File: src/rtl/draw_scheduler_pkg.sv
`default_nettype none
// =============================================================================
// draw_scheduler_pkg : command encodings, FSM states and cell-slice helper
// Revision: 1.0
// =============================================================================
package draw_scheduler_pkg;

  localparam int NUM_CELLS  = 9;
  localparam int NUM_SCORES = 3;

  localparam logic [1:0] KIND_CELL  = 2'd0;
  localparam logic [1:0] KIND_SCORE = 2'd1;
  localparam logic [1:0] KIND_CLEAR = 2'd2;

  localparam logic [1:0] CELL_EMPTY = 2'b00;
  localparam logic [1:0] CELL_P1    = 2'b01;
  localparam logic [1:0] CELL_P2    = 2'b10;

  typedef enum logic [1:0] {
    ST_IDLE  = 2'd0,
    ST_ISSUE = 2'd1,
    ST_WAIT  = 2'd2
  } state_e;

  // Cell k sits at bits [17-2k:16-2k], so cell 0 is the most significant pair.
  function automatic logic [1:0] cell_of(input logic [17:0] g, input logic [3:0] k);
    logic [4:0] lo;
    lo = 5'd16 - {k, 1'b0};
    return g[lo +: 2];
  endfunction

endpackage
`default_nettype wire

File: src/rtl/draw_scheduler_pick.sv
`default_nettype none
// =============================================================================
// draw_pick : fixed-priority selector clear > lowest cell > lowest score
// Revision: 1.0
// =============================================================================
module draw_pick
  import draw_scheduler_pkg::*;
(
  input  logic                  pending_clear_i,
  input  logic [NUM_CELLS-1:0]  cell_dirty_i,
  input  logic [NUM_SCORES-1:0] score_dirty_i,
  output logic                  found_o,
  output logic [1:0]            kind_o,
  output logic [3:0]            index_o
);

  always_comb begin
    found_o = 1'b0;
    kind_o  = KIND_CELL;
    index_o = 4'd0;
    if (pending_clear_i) begin
      found_o = 1'b1;
      kind_o  = KIND_CLEAR;
    end else if (|cell_dirty_i) begin
      found_o = 1'b1;
      kind_o  = KIND_CELL;
      // Scan downwards so the lowest set index is the last one written.
      for (int i = NUM_CELLS - 1; i >= 0; i--) begin
        if (cell_dirty_i[i]) index_o = 4'(i);
      end
    end else if (|score_dirty_i) begin
      found_o = 1'b1;
      kind_o  = KIND_SCORE;
      for (int i = NUM_SCORES - 1; i >= 0; i--) begin
        if (score_dirty_i[i]) index_o = 4'(i);
      end
    end
  end

endmodule
`default_nettype wire

File: src/rtl/draw_scheduler.sv
`default_nettype none
// =============================================================================
// draw_scheduler : tracks dirty board cells/scores and issues draw commands
// Revision: 1.0
// =============================================================================
module draw_scheduler
  import draw_scheduler_pkg::*;
#(
  parameter int TIMEOUT = 4096,
  parameter int TMO_W   = 12
) (
  input  logic        clk,
  input  logic        reset,
  input  logic [17:0] grid,
  input  logic [14:0] p1_decoded,
  input  logic [14:0] p2_decoded,
  input  logic [14:0] tie_decoded,
  input  logic        clear_req,
  output logic        cmd_valid,
  input  logic        cmd_ready,
  output logic [1:0]  cmd_kind,
  output logic [3:0]  cmd_index,
  output logic [1:0]  cmd_value,
  input  logic        draw_done,
  output logic        busy,
  output logic        err
);

  localparam logic [TMO_W-1:0] TMO_LAST = TMO_W'(TIMEOUT - 1);

  state_e                 state_q, state_d;
  logic [17:0]            grid_sh_q;
  logic [14:0]            p1_sh_q, p2_sh_q, tie_sh_q;
  logic                   pend_clear_q, pend_clear_d;
  logic [NUM_CELLS-1:0]   cell_dirty_q, cell_dirty_d;
  logic [NUM_SCORES-1:0]  score_dirty_q, score_dirty_d;
  logic [1:0]             kind_q, kind_d;
  logic [3:0]             index_q, index_d;
  logic [1:0]             value_q, value_d;
  logic [TMO_W-1:0]       tmo_q, tmo_d;
  logic                   err_q, err_d;

  logic [NUM_CELLS-1:0]   cell_chg;
  logic [NUM_SCORES-1:0]  score_chg;
  logic                   pc_set, pc_clr;
  logic [NUM_CELLS-1:0]   cd_set, cd_clr;
  logic [NUM_SCORES-1:0]  sd_set, sd_clr;
  logic                   pick_found;
  logic [1:0]             pick_kind;
  logic [3:0]             pick_index;

  generate
    for (genvar k = 0; k < NUM_CELLS; k++) begin : g_cell_cmp
      assign cell_chg[k] = cell_of(grid, 4'(k)) != cell_of(grid_sh_q, 4'(k));
    end
  endgenerate

  assign score_chg = {tie_decoded != tie_sh_q, p2_decoded != p2_sh_q, p1_decoded != p1_sh_q};

  draw_pick u_pick (
    .pending_clear_i (pend_clear_q),
    .cell_dirty_i    (cell_dirty_q),
    .score_dirty_i   (score_dirty_q),
    .found_o         (pick_found),
    .kind_o          (pick_kind),
    .index_o         (pick_index)
  );

  always_comb begin
    state_d = state_q;
    kind_d  = kind_q;
    index_d = index_q;
    value_d = value_q;
    tmo_d   = tmo_q;
    err_d   = err_q;
    pc_set  = clear_req;
    pc_clr  = 1'b0;
    cd_set  = cell_chg | {NUM_CELLS{clear_req}};
    cd_clr  = '0;
    sd_set  = score_chg | {NUM_SCORES{clear_req}};
    sd_clr  = '0;

    unique case (state_q)
      ST_IDLE: begin
        if (pick_found) begin
          kind_d  = pick_kind;
          index_d = pick_index;
          value_d = (pick_kind == KIND_CELL) ? cell_of(grid, pick_index) : CELL_EMPTY;
          if (pick_kind == KIND_CLEAR) pc_clr = 1'b1;
          else if (pick_kind == KIND_CELL)
            cd_clr = {{(NUM_CELLS-1){1'b0}}, 1'b1} << pick_index;
          else
            sd_clr = {{(NUM_SCORES-1){1'b0}}, 1'b1} << pick_index;
          state_d = ST_ISSUE;
        end
      end
      ST_ISSUE: begin
        if (cmd_ready) begin
          tmo_d   = '0;
          state_d = ST_WAIT;
        end
      end
      ST_WAIT: begin
        if (draw_done) begin
          state_d = ST_IDLE;
        end else if (tmo_q == TMO_LAST) begin
          // Abort: re-arm the same item so it is retried from IDLE.
          err_d   = 1'b1;
          state_d = ST_IDLE;
          if (kind_q == KIND_CLEAR) pc_set = 1'b1;
          else if (kind_q == KIND_CELL)
            cd_set = cd_set | ({{(NUM_CELLS-1){1'b0}}, 1'b1} << index_q);
          else
            sd_set = sd_set | ({{(NUM_SCORES-1){1'b0}}, 1'b1} << index_q);
        end else if (tmo_q != {TMO_W{1'b1}}) begin
          tmo_d = tmo_q + 1'b1;
        end
      end
      default: state_d = ST_IDLE;
    endcase

    pend_clear_d  = (pend_clear_q & ~pc_clr) | pc_set;
    cell_dirty_d  = (cell_dirty_q & ~cd_clr) | cd_set;
    score_dirty_d = (score_dirty_q & ~sd_clr) | sd_set;
  end

  always_ff @(posedge clk) begin
    if (reset) begin
      state_q       <= ST_IDLE;
      grid_sh_q     <= '0;
      p1_sh_q       <= '0;
      p2_sh_q       <= '0;
      tie_sh_q      <= '0;
      pend_clear_q  <= 1'b1;
      cell_dirty_q  <= {NUM_CELLS{1'b1}};
      score_dirty_q <= {NUM_SCORES{1'b1}};
      kind_q        <= 2'd0;
      index_q       <= 4'd0;
      value_q       <= 2'd0;
      tmo_q         <= '0;
      err_q         <= 1'b0;
    end else begin
      state_q       <= state_d;
      grid_sh_q     <= grid;
      p1_sh_q       <= p1_decoded;
      p2_sh_q       <= p2_decoded;
      tie_sh_q      <= tie_decoded;
      pend_clear_q  <= pend_clear_d;
      cell_dirty_q  <= cell_dirty_d;
      score_dirty_q <= score_dirty_d;
      kind_q        <= kind_d;
      index_q       <= index_d;
      value_q       <= value_d;
      tmo_q         <= tmo_d;
      err_q         <= err_d;
    end
  end

  assign cmd_valid = (state_q == ST_ISSUE);
  assign cmd_kind  = kind_q;
  assign cmd_index = index_q;
  assign cmd_value = value_q;
  assign err       = err_q;
  assign busy      = (state_q != ST_IDLE) | pend_clear_q | (|cell_dirty_q) | (|score_dirty_q);

endmodule
`default_nettype wire

File: config.mk
export PLATFORM = sky130hd
export DESIGN_NAME = draw_scheduler
export DESIGN_NICKNAME = d
export VERILOG_FILES = /design/src/rtl/draw_scheduler_pkg.sv /design/src/rtl/draw_scheduler_pick.sv /design/src/rtl/draw_scheduler.sv
export SDC_FILE = /design/constraint.sdc
export NUM_CORES = 1
export LEC_CHECK = 0
export CAP_MARGIN = 20
export CORE_MARGIN = 2
export CORE_UTILIZATION = 48
export DETAILED_ROUTE_END_ITERATION = 6
export GPL_TIMING_DRIVEN = 0
export PLACE_DENSITY_LB_ADDON = 0.2
export SETUP_SLACK_MARGIN = 0.05
export SLEW_MARGIN = 30
export SYNTH_ARGS = -nofsm -noshare
export SYNTH_HDL_FRONTEND = slang
export SYNTH_HIERARCHICAL = 1
export SYNTH_SLANG_ARGS = --single-unit
export TNS_END_PERCENT = 50
File: constraint.sdc
create_clock -name clk -period 3.08 [get_ports clk]
set_input_delay 0.308 -clock clk [delete_from_list [all_inputs] [get_ports clk]]
set_output_delay 0.308 -clock clk [all_outputs]
set_load 0.02 [all_outputs]
==> summary.txt, run 1 <==
Global routing
  • Grt ovf: 0
  • Pin count of the biggest net entering global routing: 21
  • Overall Global Routing Usage: a little over a fifth
  • Vias in the first global route: about 3700
  • Initial antenna violation count: 0
  • First-pass GRT wire length: 17600 um

Clock network
  • Hold_buf cts: 0
  • Latest clock arrival within the worst-skew pair: roughly 370 ps
  • Clock transition at path regs: ~110 ps
  • Max Root-Sink Buffers: 2
  • CTS buffer count: 9
  • CTS HTree Levels: 3
  • Clock Sinks: just under 100
  • Root buf cell: clkbuf_8
  • CTS tree: done

Place
  • Worst slack at placement: -381 ps
  • PortBufs: about 80
  • Placer Congestion: between 0.8 and 0.9
  • HPWL Detailed: roughly 7900 um

Cells and area
  • P&R area growth vs syn: 27.2%
  • Share of layout cells above drive strength 1: between 8 and 9%
  • ANT cells: 0
  • Nets@finish: between 600 and 700
  • End-of-flow core utilization: between 60% and 70%

Timing
  • Setup TNS Final: 0 ps
  • Slew Limit Fails: 0
  • Max Clk Rate: 347 MHz
  • RSZ-0062 raised after global routing: no
  • Final Worst Setup Slack: 197 ps
  • Final Cycle Share: around 94%
  • Rel. slew slack: slightly below 40%
  • Fin. Hold Viols: 0
  • Fin Clk Skew: between 10 and 15 ps
  • Worst-Margin Slew: just over 900 ps
  • Final setup viols: 0
  • Min Tclk post-route: approximately 2900 ps

Critical path
  • Setup crit end kind: flip-flop
  • Setup CP Type: reg -> reg
  • Critical path peak fanout: 8
  • Worst path most repeated cell: nor2_1
  • Worst endpoint required time: 3330 ps
  • Max incr delay on CP: between 500 and 600 ps
  • CP cell instances: nor3_4 > nand2_1 > nor2_1 > inv_1 > ha_4 > mux2_2 > o22ai_1 > nor3_1 > a222oi_1 > nor2_1
  • Crit path arrival time: ~3100 ps
  • Slowest-stage cell, CP: nor2_1
  • Startpoint types: flip-flop

Yosys
  • Ys flop type: dfxtp_1
  • Warnings from Yosys: 6
  • Number of synthesized flops with an enable pin: 0
  • Area leader, netlist: dfxtp_1
  • Cell count after synthesis: approximately 490
  • Count of cell types in the netlist: 54
  • Synth Area per Inst: approximately 9.3 um^2
  • Register area share after synthesis: a little over two fifths
  • Synth top area share: 43.8%
  • Asr flop ratio synth: 0%
  • Synth area leaders: dfxtp_1, xor2_1, nor2b_1
  • Yosys reg bits: about 100
  • Syn Nets: between 500 and 600
  • Post-Syn Area: approximately 4500 um^2

Outcome
  • Outcome: finished clean

Route
  • Drt pass-1 iters: 5
  • Routed length per instance: about 15 um
  • Routed wire length: approximately 11000 um
  • Via Count: between 3000 and 4000
  • DRT iter0 DRCs: 194
  • Vias per cell: between 5 and 6
  • Post-route ant nets: 0
  • # DRC: 0

Floorplan
  • Core ar.: a little over 9000 um^2
  • Die boundary width: roughly 100 um
  • Die footprint: 10200 um^2
  • Initial Util: approximately half
  • Row cnt: 35
  • Top Ports: 79
  • Die height: 101 um

Hold path
  • Hold WC Path Type: reg -> reg

Power and ir drop
  • Lkg Pwr: between 0.002 and 0.0025 uW
  • PD cells: ~430 nW/um^2
  • Max VDD drop: 0.251 mV

Run
  • Maxcap violations: 0
through the flow:
step                      total power [uW]  hold WS (ps)  area (um^2)  cells
after floorplan                       1540           432         4520    486
after global placement                1690           455         5440    675
after detailed placement              1700           463         5440    675
after CTS                             2530           480         5660    690
after global routing                  2620           504         5750    698
final                                 2500           477         5750    698
cell usage after synthesis (2+ instances only):
cell        n
dfxtp_1    99
nor2b_1    69
xor2_1     55
nand2_1    27
a21oi_1    23
nor2_1     20
nor4_1     15
o21ai_1    15
inv_1      14
clkbuf_1   13
nand3_1    12
xnor2_1    11
and2_1      8
nand4_1     8
ha_1        7
nor3_1      7
or3_1       7
o2111ai_1   6
a2111oi_0   5
and3_1      5
nand2b_1    5
mux2i_1     4
nand3b_1    4
o21ai_0     4
or4_1       4
a211oi_1    3
a31oi_1     3
and4_1      2
buf_6       2
mux2_2      2
nor3_2      2
nor3b_1     2
o211ai_1    2
layer usage:
metal | up-vias | global-route usage (%) | share of wire (%)
met5 | - | 0 | 0
met2 | 120 | 34.2 | 47
met3 | 15 | 6.03 | 6.2
li1 | 1872 | - | -
met1 | 1788 | 29.2 | 46
met4 | 0 | 6.24 | 1.1
logic make-up after synthesis:
family          share of synthesized area, %
fa+ha+maj                               1.94
buf+inv                                 3.02
compound gates                          10.1
flops                                   43.8
mux                                     1.38
xor+xnor                                12.8
simple gates                            26.9
registers in the layout, indices dropped and copies added (netlist names):
register	flops
p1_sh_q	15
grid_sh_q	18
tie_sh_q	15
tmo_q	12
pend_clear_q	1
state_q	2
cmd_index	4
err	1
cmd_kind	2
p2_sh_q	15
score_dirty_q	3
cmd_value	2
cell_dirty_q	9
critical path, delay by kind of cell (launching register included):
family                     cells  cell delay, ps
AOI/OAI and AO/OA              2             460
adders and majority gates      1             360
buffers and inverters          1             200
DFF                            1             410
muxes                          1             330
and+or+nand+nor                5            1010
final cells by class:
class,instances,area [um^2]
clock inverter,7,76.3
multi-input combinational,356,2450
buffer,16,80.1
sequential,99,1990
tap,111,139
timing repair buffer,86,841
inverter,14,52.6
clock buffer,9,124
fill,785,3450
final timing paths:
check / start / to / slack (ps) / depth (start not counted)
min: tmo_q[11]$_SDFFE_PP0P_ / tmo_q[11]$_SDFFE_PP0P_ / 480 / 2
min reg2reg: tmo_q[11]$_SDFFE_PP0P_ / tmo_q[11]$_SDFFE_PP0P_ / 480 / 2
max: cell_dirty_q[0]$_SDFF_PP1_ / cmd_value[0]$_SDFFE_PP0P_ / 200 / 10
max reg2reg: cell_dirty_q[0]$_SDFF_PP1_ / cmd_value[0]$_SDFFE_PP0P_ / 200 / 10
layout by cell type, fill, tap and decap left out, types with 4 or more instances in the layout:
| master | synthesis | final |
|---|---|---|
| buf_4 | 1 | 9 |
| a21oi_1 | 23 | 23 |
| nor4_1 | 15 | 15 |
| clkdlybuf4s50_1 | 0 | 78 |
| nor2b_1 | 69 | 69 |
| clkbuf_1 | 13 | 12 |
| nand2_1 | 27 | 27 |
| nand3b_1 | 4 | 4 |
| or4_1 | 4 | 4 |
| xor2_1 | 55 | 55 |
| dfxtp_1 | 99 | 96 |
| and3_1 | 5 | 5 |
| o21ai_1 | 15 | 15 |
| clkbuf_8 | 0 | 9 |
| o21ai_0 | 4 | 4 |
| xnor2_1 | 11 | 11 |
| nor3_1 | 7 | 7 |
| nand4_1 | 8 | 8 |
| inv_1 | 14 | 13 |
| and2_1 | 8 | 8 |
| nand3_1 | 12 | 12 |
| or3_1 | 7 | 7 |
| mux2i_1 | 4 | 4 |
| ha_1 | 7 | 5 |
| o2111ai_1 | 6 | 6 |
| a2111oi_0 | 5 | 4 |
| nand2b_1 | 5 | 5 |
| nor2_1 | 20 | 20 |
what timing repair did:
item	in CTS	in global routing
gates resized for setup	5	9
buffers inserted	0	8
gates cloned	0	0
endpoints found under the setup margin	2	1
pin swaps	1	5
power breakdown:
part	internal [uW]	switching [uW]
clock	323	509
sequential	1330	25.4
combinational	171	143
total	1820	677
(Power assumes the default switching activity.)
==> inputs of run 2 (changes only) <==
--- a/config.mk
+++ b/config.mk
@@ -8,11 +8,11 @@
 export CAP_MARGIN = 20
 export CORE_MARGIN = 2
 export CORE_UTILIZATION = 48
+export CTS_CLUSTER_DIAMETER = 200
 export DETAILED_ROUTE_END_ITERATION = 6
 export GPL_TIMING_DRIVEN = 0
 export PLACE_DENSITY_LB_ADDON = 0.2
 export SETUP_SLACK_MARGIN = 0.05
-export SLEW_MARGIN = 30
 export SYNTH_ARGS = -nofsm -noshare
 export SYNTH_HDL_FRONTEND = slang
 export SYNTH_HIERARCHICAL = 1
==> results of run 2 <==
No change in the layout: final DEF, timing and power equal those of run 1.
==> inputs of run 3 (changes only) <==
--- a/config.mk
+++ b/config.mk
@@ -5,9 +5,9 @@
 export SDC_FILE = /design/constraint.sdc
 export NUM_CORES = 1
 export LEC_CHECK = 0
-export CAP_MARGIN = 20
 export CORE_MARGIN = 2
-export CORE_UTILIZATION = 48
+export CORE_UTILIZATION = 49
+export CTS_BUF_LIST = sky130_fd_sc_hd__clkbuf_8
 export CTS_CLUSTER_DIAMETER = 200
 export DETAILED_ROUTE_END_ITERATION = 6
 export GPL_TIMING_DRIVEN = 0
==> summary.txt, run 3 (synthesis results as in run 1) <==
Outcome
  • Outcome: finished clean

Floorplan
  • Die height: 100 um (-0.98%)
  • Die boundary width: 100 um (-0.98%)
  • Die footprint: 10000 um^2 (-2.0%)
  • Core ar.: 9110 um^2 (-0.95%)
  • Row cnt: 35 (unchanged)
  • Top Ports: 79 (unchanged)
  • Initial Util: 49.6% (+0.47 points)

Place
  • Worst slack at placement: -438 ps (-57.0 ps)
  • HPWL Detailed: 7900 um (-0.18%)
  • Placed cell count: 675 (unchanged)
  • Placer Congestion: 0.881 (+0.55%)
  • PortBufs: 78 (unchanged)

Run
  • Maxcap violations: 0 (unchanged)

Timing
  • Final Cycle Share: 93.6% (about the same)
  • Final setup viols: 0 (unchanged)
  • Rel. slew slack: 46.4% (+7.8 points)
  • Slew Limit Fails: 0 (unchanged)
  • RSZ-0062 raised after global routing: no
  • Fin Clk Skew: 8.95 ps (-2.03 ps)
  • Hold slack: 465 ps (-11.3 ps)
  • Max Clk Rate: 347 MHz (about the same)
  • Min Tclk post-route: 2880 ps (+1.14 ps)
  • Fin. Hold Viols: 0 (unchanged)
  • Worst-Margin Slew: 802 ps (-116 ps)
  • Final Worst Setup Slack: 196 ps (-1.14 ps)

Power and ir drop
  • Max VDD drop: 0.230 mV (-8.4%)
  • Int Power: 1820 uW (-0.29%)
  • Comb pwr share: 12.5% (about the same)
  • Psw: 683 uW (+0.93%)
  • Seq pwr share: 54.1% (about the same)
  • PD cells: 435 nW/um^2 (about the same)
  • Lkg Pwr: 0.00219 uW (-0.27%)
  • Switching part of the total: 27.3% (+0.24 points)
  • Clock Power Share: 33.3% (about the same)

Critical path
  • Reg2Reg Setup Slack: 200 ps (about the same)
  • Setup CP Type: reg -> reg
  • Worst Setup SP: cell_dirty_q[4]$_SDFF_PP1_
  • Worst endpoint required time: 3340 ps (about the same)
  • Setup crit end kind: flip-flop
  • Worst r2r src: cell_dirty_q[4]$_SDFF_PP1_
  • Critical path peak fanout: 8 (unchanged)
  • Worst R2R End: cmd_value[0]$_SDFFE_PP0P_
  • Reg2Reg Depth: 12 (+2)
  • Startpoint types: flip-flop
  • Crit path arrival time: 3140 ps (about the same)

Cells and area
  • Final Instance Count excl. Fillers: 698 (unchanged)
  • Most frequent cells in the layout: dfxtp_1, clkdlybuf4s50_1, nor2b_1
  • P&R area growth vs syn: 27.3% (about the same)
  • Share of layout cells above drive strength 1: 9.20% (+0.68 points)
  • End-of-flow core utilization: 63.2% (+0.63 points)
  • ANT cells: 0 (unchanged)
  • Most common cell after layout, fill and taps aside: dfxtp_1
  • Top reg by flops: grid_sh_q
  • Nets@finish: 657 (unchanged)
  • Number of flip-flops in the largest register: 18 (unchanged)

Global routing
  • Vias in the first global route: 3546 (-4.0%)
  • Overall Global Routing Usage: 21.2% (-0.56 points)
  • Pin count of the biggest net entering global routing: 20 (-4.8%)
  • Grt ovf: 0 (unchanged)
  • First-pass GRT wire length: 16900 um (-4.2%)
  • Initial antenna violation count: 0 (unchanged)

Clock network
  • Root buf cell: clkbuf_8
  • CTS HTree Levels: 3 (unchanged)
  • Clock Sinks: 99 (unchanged)
  • Max Root-Sink Buffers: 2 (unchanged)
  • CTS tree: done
  • Hold_buf cts: 0 (unchanged)
  • CTS buffer count: 9 (unchanged)
  • Clock transition at path regs: 110 ps (about the same)
  • Latest clock arrival within the worst-skew pair: 380 ps (about the same)

Hold path
  • Hold WC Path Type: reg -> reg
  • Worst Hold Depth: 2 (unchanged)
  • HP Start: tmo_q[11]$_SDFFE_PP0P_
  • End of the worst hold path: tmo_q[11]$_SDFFE_PP0P_

Route
  • Routed wire length: 10700 um (+0.44%)
  • # DRC: 0 (unchanged)
  • Routed length per instance: 15.4 um (+0.44%)
  • Vias per cell: 5.54 (+1.9%)
  • Post-route ant nets: 0 (unchanged)
  • DRT iter0 DRCs: 184 (-5.2%)
  • Drt pass-1 iters: 5 (unchanged)
  • Via Count: 3868 (+1.9%)
## run 3: how the worst max path moves through the flow
stage	slack (ps)	to	cells after the start
after floorplan	60	cmd_value[0]$_SDFFE_PP0P_	13
after CTS	70	cmd_value[0]$_SDFFE_PP0P_	12
after global placement	-370	cmd_value[0]$_SDFFE_PP0P_	13
final	200	cmd_value[0]$_SDFFE_PP0P_	12
after detailed placement	-440	cmd_value[0]$_SDFFE_PP0P_	13
after global routing	60	cmd_value[0]$_SDFFE_PP0P_	12
## run 3: through the flow
step                      cell area (um^2)  setup TNS (ps)  power (uW)
after detailed placement              5440            -540        1700
after CTS                             5670               0        2510
after global routing                  5750               0        2600
final                                 5750               0        2500
after global placement                5440            -411        1690
after floorplan                       4520               0        1540
## run 3: final cells by class
| cell class | count | area [um^2] |
|---|---|---|
| tap | 111 | 139 |
| clock buffer | 9 | 124 |
| fill | 780 | 3360 |
| sequential | 99 | 1990 |
| buffer | 16 | 80.1 |
| inverter | 14 | 56.3 |
| timing repair buffer | 86 | 841 |
| clock inverter | 7 | 70.1 |
| multi-input combinational | 356 | 2450 |
## run 3: power groups by stage
stage / clock [uW] / sequential, uW / combinational, uW
global placement: 0 / 1380 / 307
finish: 833 / 1350 / 314
detailed placement: 0 / 1380 / 313
floorplan: 0 / 1380 / 159
CTS: 843 / 1350 / 315
global route: 898 / 1360 / 343
## run 3: layer usage
layer / track usage, % / wire (um) / vias up
met3: 6.34 / 739 / 22
met4: 5.58 / 183 / 0
met5: 0 / 0 / -
met1: 27.9 / 4820 / 1830
li1: - / - / 1870
met2: 34.0 / 4980 / 146
## run 3: worst max-delay path: stages, from the launching register on
cell and delay [ps]:
dfxtp_2 370, nor4_4 310, nand3_2 170, nor2_4 130, a31o_4 190, clkinvlp_4 100, ha_2 220, ha_4 330
mux2_2 350, o22ai_1 170, nor3_1 80, a222oi_1 280, nor2_1 60
## run 3: repair_timing
item,CTS,global route
pin swaps,1,4
buffers inserted,1,7
endpoints found under the setup margin,2,1
gates resized for setup,6,11
